## src/rtl/float_to_fixed_seq_if.sv

```systemverilog
// +----------------------------------------------------------------------------+
// | Module      : float_to_fixed_seq_if                                        |
// | Description : enable/done handshake bundle for float_to_fixed_seq          |
// | Revision    : 1.0 - initial release                                        |
// +----------------------------------------------------------------------------+
`default_nettype none

interface float_to_fixed_seq_if #(
  parameter int WIDTH = 22
);
  logic             enable;
  logic [31:0]      data;
  logic [WIDTH-1:0] result;
  logic             done;
  logic             overflow;
  logic             invalid;

  modport master (
    output enable, data,
    input  result, done, overflow, invalid
  );

  modport slave (
    input  enable, data,
    output result, done, overflow, invalid
  );
endinterface

`default_nettype wire

```

## src/rtl/float_to_fixed_seq.sv

```systemverilog
// +----------------------------------------------------------------------------+
// | Module      : float_to_fixed_seq                                           |
// | Description : multi-cycle IEEE-754 single to signed fixed-point converter; |
// |               FLOAT_FIXED_RNE_EN selects round-to-nearest-even (default    |
// |               build truncates toward zero)                                 |
// | Revision    : 1.0 - initial release                                        |
// +----------------------------------------------------------------------------+
`default_nettype none

module float_to_fixed_seq #(
  parameter int WIDTH = 22,
  parameter int FRAC  = 20
) (
  input  wire logic           clk,
  input  wire logic           reset,
  float_to_fixed_seq_if.slave bus
);

  localparam int                      MAG_W   = WIDTH + 24;
  localparam logic signed [10:0]      SH_BIAS = 11'(FRAC - 150);
  localparam logic signed [10:0]      SH_OVF  = 11'(WIDTH - 24);
  localparam logic [MAG_W-1:0]        LIMIT   = MAG_W'(1) << (WIDTH - 1);
  localparam logic [WIDTH-1:0]        SAT_POS = {1'b0, {(WIDTH-1){1'b1}}};
  localparam logic [WIDTH-1:0]        SAT_NEG = {1'b1, {(WIDTH-1){1'b0}}};

  typedef enum logic [2:0] {
    S_IDLE   = 3'd0,
    S_UNPACK = 3'd1,
    S_ALIGN  = 3'd2,
    S_ROUND  = 3'd3,
    S_DONE   = 3'd4
  } state_t;

  state_t r_state, w_next;

  logic [31:0]       r_data;
  logic              r_sign, r_zero, r_inf, r_nan;
  logic [7:0]        r_exp;
  logic [23:0]       r_mant;
  logic [MAG_W-1:0]  r_mag;
  logic              r_guard, r_sticky, r_aovf;
  logic [WIDTH-1:0]  r_result;
  logic              r_ovf, r_inv, r_done;

  logic signed [10:0] w_sh;
  logic [10:0]        w_neg;
  logic [4:0]         w_rsh;
  logic [55:0]        w_rshift;
  logic [MAG_W-1:0]   w_lshift;
  logic               w_lovf;
  logic               w_inc;
  logic [MAG_W-1:0]   w_mag_rnd;
  logic               w_exact_min;
  logic               w_ovf;
  logic [WIDTH-1:0]   w_res;

  always_ff @(posedge clk) begin
    if (reset) r_state <= S_IDLE;
    else       r_state <= w_next;
  end

  always_comb begin
    w_next = r_state;
    case (r_state)
      S_IDLE:   if (bus.enable) w_next = S_UNPACK;
      S_UNPACK: w_next = S_ALIGN;
      S_ALIGN:  w_next = S_ROUND;
      S_ROUND:  w_next = S_DONE;
      S_DONE:   if (!bus.enable) w_next = S_IDLE;
      default:  w_next = S_IDLE;
    endcase
  end

  // Alignment: sh = e - 150 + FRAC; right shifts keep guard/sticky below the LSB.
  always_comb begin
    w_sh     = $signed({3'b000, r_exp}) + SH_BIAS;
    w_neg    = 11'(-w_sh);
    w_rsh    = (w_neg > 11'd31) ? 5'd31 : w_neg[4:0];
    w_rshift = {r_mant, 32'b0} >> w_rsh;
    w_lshift = MAG_W'(r_mant) << w_sh[5:0];
    w_lovf   = (w_sh >= SH_OVF);
  end

  always_comb begin
`ifdef FLOAT_FIXED_RNE_EN
    w_inc = r_guard & (r_sticky | r_mag[0]);
`else
    w_inc = 1'b0;
`endif
    w_mag_rnd   = r_mag + MAG_W'(w_inc);
    // Only an exactly representable -2^(WIDTH-1) escapes the overflow flag.
    w_exact_min = r_sign && (w_mag_rnd == LIMIT) && !r_guard && !r_sticky;
    w_ovf       = !r_nan && (r_aovf || ((w_mag_rnd >= LIMIT) && !w_exact_min));
    w_res       = '0;
    if (r_nan)       w_res = '0;
    else if (w_ovf)  w_res = r_sign ? SAT_NEG : SAT_POS;
    else if (r_sign) w_res = WIDTH'(-w_mag_rnd[WIDTH-1:0]);
    else             w_res = w_mag_rnd[WIDTH-1:0];
  end

  always_ff @(posedge clk) begin
    if (reset) begin
      r_data   <= '0;
      r_sign   <= 1'b0;
      r_zero   <= 1'b0;
      r_inf    <= 1'b0;
      r_nan    <= 1'b0;
      r_exp    <= '0;
      r_mant   <= '0;
      r_mag    <= '0;
      r_guard  <= 1'b0;
      r_sticky <= 1'b0;
      r_aovf   <= 1'b0;
      r_result <= '0;
      r_ovf    <= 1'b0;
      r_inv    <= 1'b0;
      r_done   <= 1'b0;
    end else begin
      r_done <= (r_state == S_DONE);
      case (r_state)
        S_IDLE: begin
          if (bus.enable) r_data <= bus.data;
        end
        S_UNPACK: begin
          r_sign <= r_data[31];
          r_exp  <= r_data[30:23];
          r_mant <= {1'b1, r_data[22:0]};
          r_zero <= (r_data[30:23] == 8'd0);
          r_inf  <= (r_data[30:23] == 8'hFF) && (r_data[22:0] == 23'd0);
          r_nan  <= (r_data[30:23] == 8'hFF) && (r_data[22:0] != 23'd0);
        end
        S_ALIGN: begin
          if (r_zero || r_inf || r_nan) begin
            r_mag    <= '0;
            r_guard  <= 1'b0;
            r_sticky <= 1'b0;
            r_aovf   <= r_inf;
          end else if (!w_sh[10]) begin
            r_mag    <= w_lshift;
            r_guard  <= 1'b0;
            r_sticky <= 1'b0;
            r_aovf   <= w_lovf;
          end else begin
            r_mag    <= MAG_W'(w_rshift[55:32]);
            r_guard  <= w_rshift[31];
            r_sticky <= |w_rshift[30:0];
            r_aovf   <= 1'b0;
          end
        end
        S_ROUND: begin
          r_result <= w_res;
          r_ovf    <= w_ovf;
          r_inv    <= r_nan;
        end
        default: ;
      endcase
    end
  end

  assign bus.result   = r_result;
  assign bus.done     = r_done;
  assign bus.overflow = r_ovf;
  assign bus.invalid  = r_inv;

endmodule

`default_nettype wire
```

## src/flat_wrapper.sv

```systemverilog
// flat-port wrapper written by rule: the top's interface ports become plain ports
module float_to_fixed_seq_flat 
#(
  parameter int WIDTH = 22,
  parameter int FRAC  = 20
)
  (clk, reset, bus_enable, bus_data, bus_result, bus_done, bus_overflow, bus_invalid);
  float_to_fixed_seq_if #(.WIDTH(WIDTH)) bus_i ();
  input  wire logic clk;
  input  wire logic reset;
  input wire logic [$bits(bus_i.enable)-1:0] bus_enable;
  input wire logic [$bits(bus_i.data)-1:0] bus_data;
  output wire logic [$bits(bus_i.result)-1:0] bus_result;
  output wire logic [$bits(bus_i.done)-1:0] bus_done;
  output wire logic [$bits(bus_i.overflow)-1:0] bus_overflow;
  output wire logic [$bits(bus_i.invalid)-1:0] bus_invalid;
  assign bus_i.enable = bus_enable;
  assign bus_i.data = bus_data;
  assign bus_result = bus_i.result;
  assign bus_done = bus_i.done;
  assign bus_overflow = bus_i.overflow;
  assign bus_invalid = bus_i.invalid;
  float_to_fixed_seq #(.WIDTH(WIDTH), .FRAC(FRAC)) u_core (.clk(clk), .reset(reset), .bus(bus_i));
endmodule
```

## config.mk

```make
export PLATFORM = sky130hd
export DESIGN_NAME = float_to_fixed_seq_flat
export DESIGN_NICKNAME = d
export VERILOG_FILES = /design/src/rtl/float_to_fixed_seq_if.sv /design/src/rtl/float_to_fixed_seq.sv /design/src/flat_wrapper.sv
export SDC_FILE = /design/constraint.sdc
export NUM_CORES = 1
export LEC_CHECK = 0
export ABC_CLOCK_PERIOD_IN_PS = 4400
export CAP_MARGIN = 10
export CORE_MARGIN = 2
export CORE_UTILIZATION = 35
export DETAILED_ROUTE_END_ITERATION = 6
export PLACE_DENSITY = 0.62
export SLEW_MARGIN = 20
export SYNTH_ARGS = -nofsm -noshare
export SYNTH_HDL_FRONTEND = slang
export SYNTH_SLANG_ARGS = --single-unit
```

## constraint.sdc

```tcl
create_clock -name clk -period 4.4 [get_ports clk]
set_input_delay 0.44 -clock clk [delete_from_list [all_inputs] [get_ports clk]]
set_output_delay 0.44 -clock clk [all_outputs]
set_load 0.005 [all_outputs]
```

==> results.md, run 1 <==
- Cell area after layout: approximately 11000 um2
- Power per cell area: 323 nW/um2
- Filler cells: just under 3000
- Syn Inst Count: 1420
- First-pass GRT wire length: 53.3 mm
- IO buf count: 59
- Post-synth top flop: dfxtp_1
- Dpl cells: roughly 1800
- CTS tree: built
- RSZ-0062 raised after global routing: no
- Vias per cell: 5.76
- EDFF count, synth: 0
- Worst-Margin Slew: 0.999 ns
- Status: completed
- Root Buffer: clkbuf_16
- Synthesized Nets: 1461
- Worst-path clk slew: 0.08 ns
- Hpwl dp: 24.3 mm
- Clock latency on the worst-skew pair: 0.44 ns
- DR pass1 iterations: 5
- Setup_tns: 0 ns
- DRT antenna net count: 0
- Footprint of the multi-input gates: 6460 um2
- Metal3 WL: 2.41 mm
- Period minus WS final: 3.90 ns
- Synth area leader: dfxtp_1
- Relative slew slack: 0.332
- CP Capture Type: flip-flop
- Syn_area_per_cell: 6.99 um2
- Diode count: 0
- Final period utilization: 0.887
- Fin worst setup slack: 0.498 ns
- DRC errors left: 0
- Top Layer Used: met4
- Total power draw: between 3 and 4 mW
- Share of layout cells above drive strength 1: 0.0898
- Post-cts resize count: 0
- Die area: 29700 um2
- Most frequent cells in the layout: 259 x nand2_1, 162 x nor2_1, 144 x a21oi_1
- Slew Limit Fails: 0
- Largest net degree at the start of global routing: 147
- Starting DRT DRC Count: 977
- Critical Path Source Type: flip-flop
- Non-Filler Instances: 1793
- Max frequency: 256 MHz
- DP Area: roughly 11000 um2
- # hold bufs at CTS: 0
- Chip Height: ~170 um
- Crit path required time: 4.71 ns
- H-tree depth: 4
- FFs w/ async S/R, synth: 0
- Synth Register Bits: approximately 150
- Area growth, synth to finish: 14.7%
- Final clock skew: 0.0123 ns
- Count of different cell masters after synthesis: 86
- Commonest non-fill, non-tap cell in the layout: nand2_1
- Hold Vio Cnt, Final: 0
- Global placement routability congestion: roughly 0.96
- Post-synthesis sequential area ratio: 0.292
- Final #Nets: between 1000 and 1500
- Synth Cell Area: 9930 um2
- Vias in the first global route: 9425
- Ys Warns: 0
- Total gr overflow: 0
- Core Area: 27900 um2
- Hold Crit Class: flip-flop to flip-flop
- Kind of critical path: flip-flop to flip-flop
- IO Pins: 60
- Starting Density: 0.356
- Synth area leaders: dfxtp_1 29%, nand2_1 9.8%, a21oi_1 7.3%
- Critical path arrival: ~4.2 ns
- Die Wd: 172 um
- Maximum vdd drop: 252 uV
- Max-Cap Viols: 0
- Clock buffer depth: 2
- WL/cell: 18.7 um
- Dpl ws: 0.551 ns
- Cell leakage power: 3.86 nW
- WL met2: roughly 15 mm
- Initial antenna violation count: 0
- Register area: 2910 um2
- Gr usage total: 0.230
- CP max FO: 9
- Drt total wl: 33.5 mm
- CTS sink count: 145
- Vias: 10300
- FP Rows: 61
- # setup viols final: 0
- Post-CTS Setup Bufs: 0
- DRT met1 WL: ~15 mm
- CTS buffer count: 17
- Top cell type's share of synthesized area: 0.292
## cells in the mapped netlist, drive strengths merged, types with 11 or more instances
master,count
buf,30
a21oi,146
nand3,22
a31oi,19
nand4,11
clkbuf,106
nor4,22
nor2,164
inv,14
nand2,259
mux2,14
a22oi,62
o22ai,24
nor3,42
dfxtp,145
o21ai,114
a211oi,11
mux2i,44
## per-layer routing
metal,vias to the layer above,global-route usage
li1,5065,-
met1,4795,0.316
met5,-,0
met4,0,0.0851
met3,65,0.0474
met2,408,0.354
## path summary, 6_finish.rpt
path,startpoint,end,slack (ns),depth (start not counted)
min,u_core.r_mag[26],u_core.r_mag[26],0.45,2
max reg2reg,u_core.r_exp[1],u_core.r_sticky,0.50,12
max,u_core.r_exp[1],u_core.r_sticky,0.50,12
min reg2reg,u_core.r_mag[26],u_core.r_mag[26],0.45,2
## logic make-up (layout without fill, tap and decap cells)
| group | after synthesis | after routing | synth area share |
|---|---|---|---|
| fa+ha+maj | 6 | 6 | 0.00756 |
| buf+inv | 151 | 146 | 0.0605 |
| xor+xnor | 9 | 9 | 0.00983 |
| simple gates | 586 | 586 | 0.262 |
| mux | 68 | 68 | 0.0829 |
| flops | 145 | 145 | 0.292 |
| compound gates | 455 | 455 | 0.285 |
## per-stage QoR
step,utilization,hold WS [ns]
floorplan,-,0.426
global placement,0.388,0.440
detailed placement,0.388,0.444
CTS,0.409,0.451
global route,0.409,0.471
finish,0.409,0.449
## cell type report
| class | instances | area share |
|---|---|---|
| multi-input cells | 1124 | 0.567 |
| clock buffers | 17 | 0.0374 |
| well taps | 378 | 0.0415 |
| inverters | 15 | 0.00494 |
| repair buffers | 99 | 0.0791 |
| clock inverters | 15 | 0.0147 |
| flip-flops and latches | 145 | 0.255 |
## power by group
group	internal, mW	switching (mW)	total [mW]
clock	0.761	0.723	1.48
combinational	0.270	0.513	0.783
sequential	1.35	0.0593	1.41
total	2.38	1.30	3.68
## flip-flops by register name (all words and copies together) (netlist names), 3 cells and up
signal and count:
u_core.r_data 32, u_core.r_state 3, u_core.bus.result 22, u_core.r_exp 8, u_core.r_mag 46, u_core.r_mant 24
## critical path, stage by stage (launching register included)
cell	delay, ns
dfxtp_2	0.35
inv_1	0.13
ha_1	0.42
xnor2_4	0.16
nand3_2	0.15
or3_1	0.43
or3_4	0.39
a21oi_4	0.29
o221ai_1	0.25
a31o_1	0.30
or4_1	0.50
nor4_1	0.28
o22ai_1	0.12
(Power assumes the default switching activity.)
==> inputs of run 2 (changes only) <==
--- a/config.mk
+++ b/config.mk
@@ -5,7 +5,6 @@
 export SDC_FILE = /design/constraint.sdc
 export NUM_CORES = 1
 export LEC_CHECK = 0
-export ABC_CLOCK_PERIOD_IN_PS = 4400
 export CAP_MARGIN = 10
 export CORE_MARGIN = 2
 export CORE_UTILIZATION = 35
==> results of run 2 <==
Final layout, timing and power as in run 1 (identical DEF).
==> inputs of run 3 (changes only) <==
--- a/config.mk
+++ b/config.mk
@@ -9,6 +9,7 @@
 export CORE_MARGIN = 2
 export CORE_UTILIZATION = 35
 export DETAILED_ROUTE_END_ITERATION = 6
+export GPL_TIMING_DRIVEN = 0
 export PLACE_DENSITY = 0.62
 export SLEW_MARGIN = 20
 export SYNTH_ARGS = -nofsm -noshare
==> constraint.sdc (replaced) <==
create_clock -name clk -period 4.4 [get_ports clk]
set_input_delay 0.88 -clock clk [delete_from_list [all_inputs] [get_ports clk]]
set_output_delay 0.88 -clock clk [all_outputs]
set_load 0.005 [all_outputs]
==> results.md, run 3 (same netlist as run 1, synthesis figures left out) <==
- CP max stage cell: or4_1
- DRT antenna net count: 0
- CTS sink count: 145
- Relative slew slack: 0.341
- Die area: 29700 um2
- Area growth, synth to finish: 18.8%
- Total power draw: 3.84 mW
- Starting Density: 0.356
- Critical Path Source Type: flip-flop
- Largest register FFs: 46
- Drt total wl: 39.5 mm
- Clock buffer depth: 2
- Max frequency: 224 MHz
- Vias: 11200
- Failing checks: negative setup slack
- Global placement routability congestion: about 1
- IO Pins: 60
- Status: complete, but fails checks
- Vias per cell: 5.91
- CTS buffer count: 17
- Hold Vio Cnt, Final: 0
- DR pass1 iterations: 6
- Commonest non-fill, non-tap cell in the layout: nand2_1
- IO buf count: 58
- # setup viols final: 1
- Root Buffer: clkbuf_16
- Vias in the first global route: 10200
- CTS tree: built
- WL/cell: 20.9 um
- Die Wd: 172 um
- Diode count: 0
- Clock latency on the worst-skew pair: 0.45 ns
- Share of layout cells above drive strength 1: 0.0905
- Total gr overflow: 0
- Worst-path cell chain: clkbuf_2 > inv_1 > clkbuf_2 > clkbuf_8 > ha_1 > nand2b_4 > o31ai_1 > o21bai_2 > or2_1 > o211ai_1 > a22oi_2 > a211oi_1 > a31o_1 > or4_1 > nor4_2 > o22ai_1
- Most frequent cells in the layout: 259 x nand2_1, 162 x nor2_1, 144 x a21oi_1, 144 x dfxtp_1, 110 x o21ai_0
- Initial antenna violation count: 0
- CP max FO: 11
- Maximum vdd drop: 227 uV
- Hpwl dp: 29.8 mm
- Top delay family on crit path: compound AO/OA/AOI/OAI gates
- Worst-Margin Slew: roughly 0.98 ns
- Starting DRT DRC Count: 1163
- CP Capture Type: flip-flop
- Period minus WS final: 4.46 ns
- Most used cell, CP: clkbuf_2
- Final clock skew: about 0.019 ns
- Crit path buffers/inverters: 4
- Hold Crit Class: flip-flop to flip-flop
- Final #Nets: 1541
- Gr usage total: 0.267
- Biggest regs: u_core.r_mag: 46 flops, u_core.r_data: 32 flops, u_core.r_mant: 24 flops
- FP Rows: 61
- RSZ-0062 raised after global routing: yes
- Worst-path clk slew: roughly 0.080 ns
- Largest net degree at the start of global routing: 20
- First-pass GRT wire length: 60.2 mm
- # hold bufs at CTS: 0
- DRC errors left: 0
- Fin worst setup slack: -0.0618 ns
- Slew Limit Fails: 0
- Chip Height: 172 um
- Final core occ: 0.423
- Core Area: 27900 um2
- Final period utilization: 1.01
- H-tree depth: 4
- Biggest register: u_core.r_mag
- Max-Cap Viols: 0
- Crit path largest cell delay: 0.53 ns
- Critical path arrival: 4.75 ns
- Crit path required time: 4.69 ns
- Kind of critical path: flip-flop to flip-flop
- Power per cell area: 326 nW/um2
- Cell leakage power: about 4.0 nW
-- run 3: cell count changes in the layout (fill, tap and decap cells not counted), sizes merged --
cell / delta
inv: +2
clkinv: -2
buf: -12
clkinvlp: -2
bufinv: +2
clkbuf: +110
-- run 3: routing by layer --
layer	track usage	wire (um)
met3	0.0469	3250
met4	0.105	1490
met2	0.437	18100
met5	0	0
met1	0.348	16600
-- run 3: through the flow --
| step | setup TNS [ns] | cells | hold slack, ns | cell area, um2 | worst slack (ns) |
|---|---|---|---|---|---|
| after floorplan | 0 | 1420 | 0.426 | 9930 | 0.111 |
| after global placement | -22.03 | 1856 | 0.440 | 11000 | -1.51 |
| after detailed placement | -20.82 | 1857 | 0.441 | 11000 | -1.42 |
| after CTS | 0 | 1887 | 0.449 | 11700 | 0.00658 |
| after global routing | -0.118 | 1891 | 0.470 | 11800 | -0.118 |
| final | -0.0618 | 1891 | 0.449 | 11800 | -0.0618 |
-- run 3: worst paths after layout --
path                            slack, ns  cells after the start               end        startpoint
worst max-delay path                -0.06                     16   u_core.r_sticky   u_core.r_exp[0]
worst min-delay path                 0.45                      2  u_core.r_mag[28]  u_core.r_mag[28]
worst max register to register      -0.06                     16   u_core.r_sticky   u_core.r_exp[0]
worst min register to register       0.45                      2  u_core.r_mag[28]  u_core.r_mag[28]
-- run 3: where the power goes --
| part | internal (mW) | total, mW | switching [mW] |
|---|---|---|---|
| combinational | 0.285 | 0.890 | 0.605 |
| clock | 0.865 | 1.57 | 0.702 |
| sequential | 1.35 | 1.38 | 0.0328 |
| total | 2.50 | 3.84 | 1.34 |
-- run 3: worst reg2reg max path, cell delays in order (launching register included) --
cell	delay, ns
dfxtp_1	0.35
clkbuf_2	0.26
inv_1	0.11
clkbuf_2	0.25
clkbuf_8	0.24
ha_1	0.40
nand2b_4	0.25
o31ai_1	0.09
o21bai_2	0.19
or2_1	0.19
o211ai_1	0.28
a22oi_2	0.37
a211oi_1	0.09
a31o_1	0.25
or4_1	0.53
nor4_2	0.31
o22ai_1	0.14
-- run 3: repair_timing --
item / CTS / global route
pin swaps: 1 / 5
resized for setup: 33 / 21
gates cloned: 0 / 0
buffers inserted: 0 / 4
setup endpoints to repair: 26 / 20
-- run 3: cell type report --
type | count | area (um2)
clock buffer | 17 | 425
clock inverter | 15 | 186
timing repair buffer | 63 | 616
sequential | 145 | 2900
inverter | 15 | 56.3
fill | 2945 | 16100
buffer | 134 | 596
tap | 378 | 473
multi-input combinational | 1124 | 6540
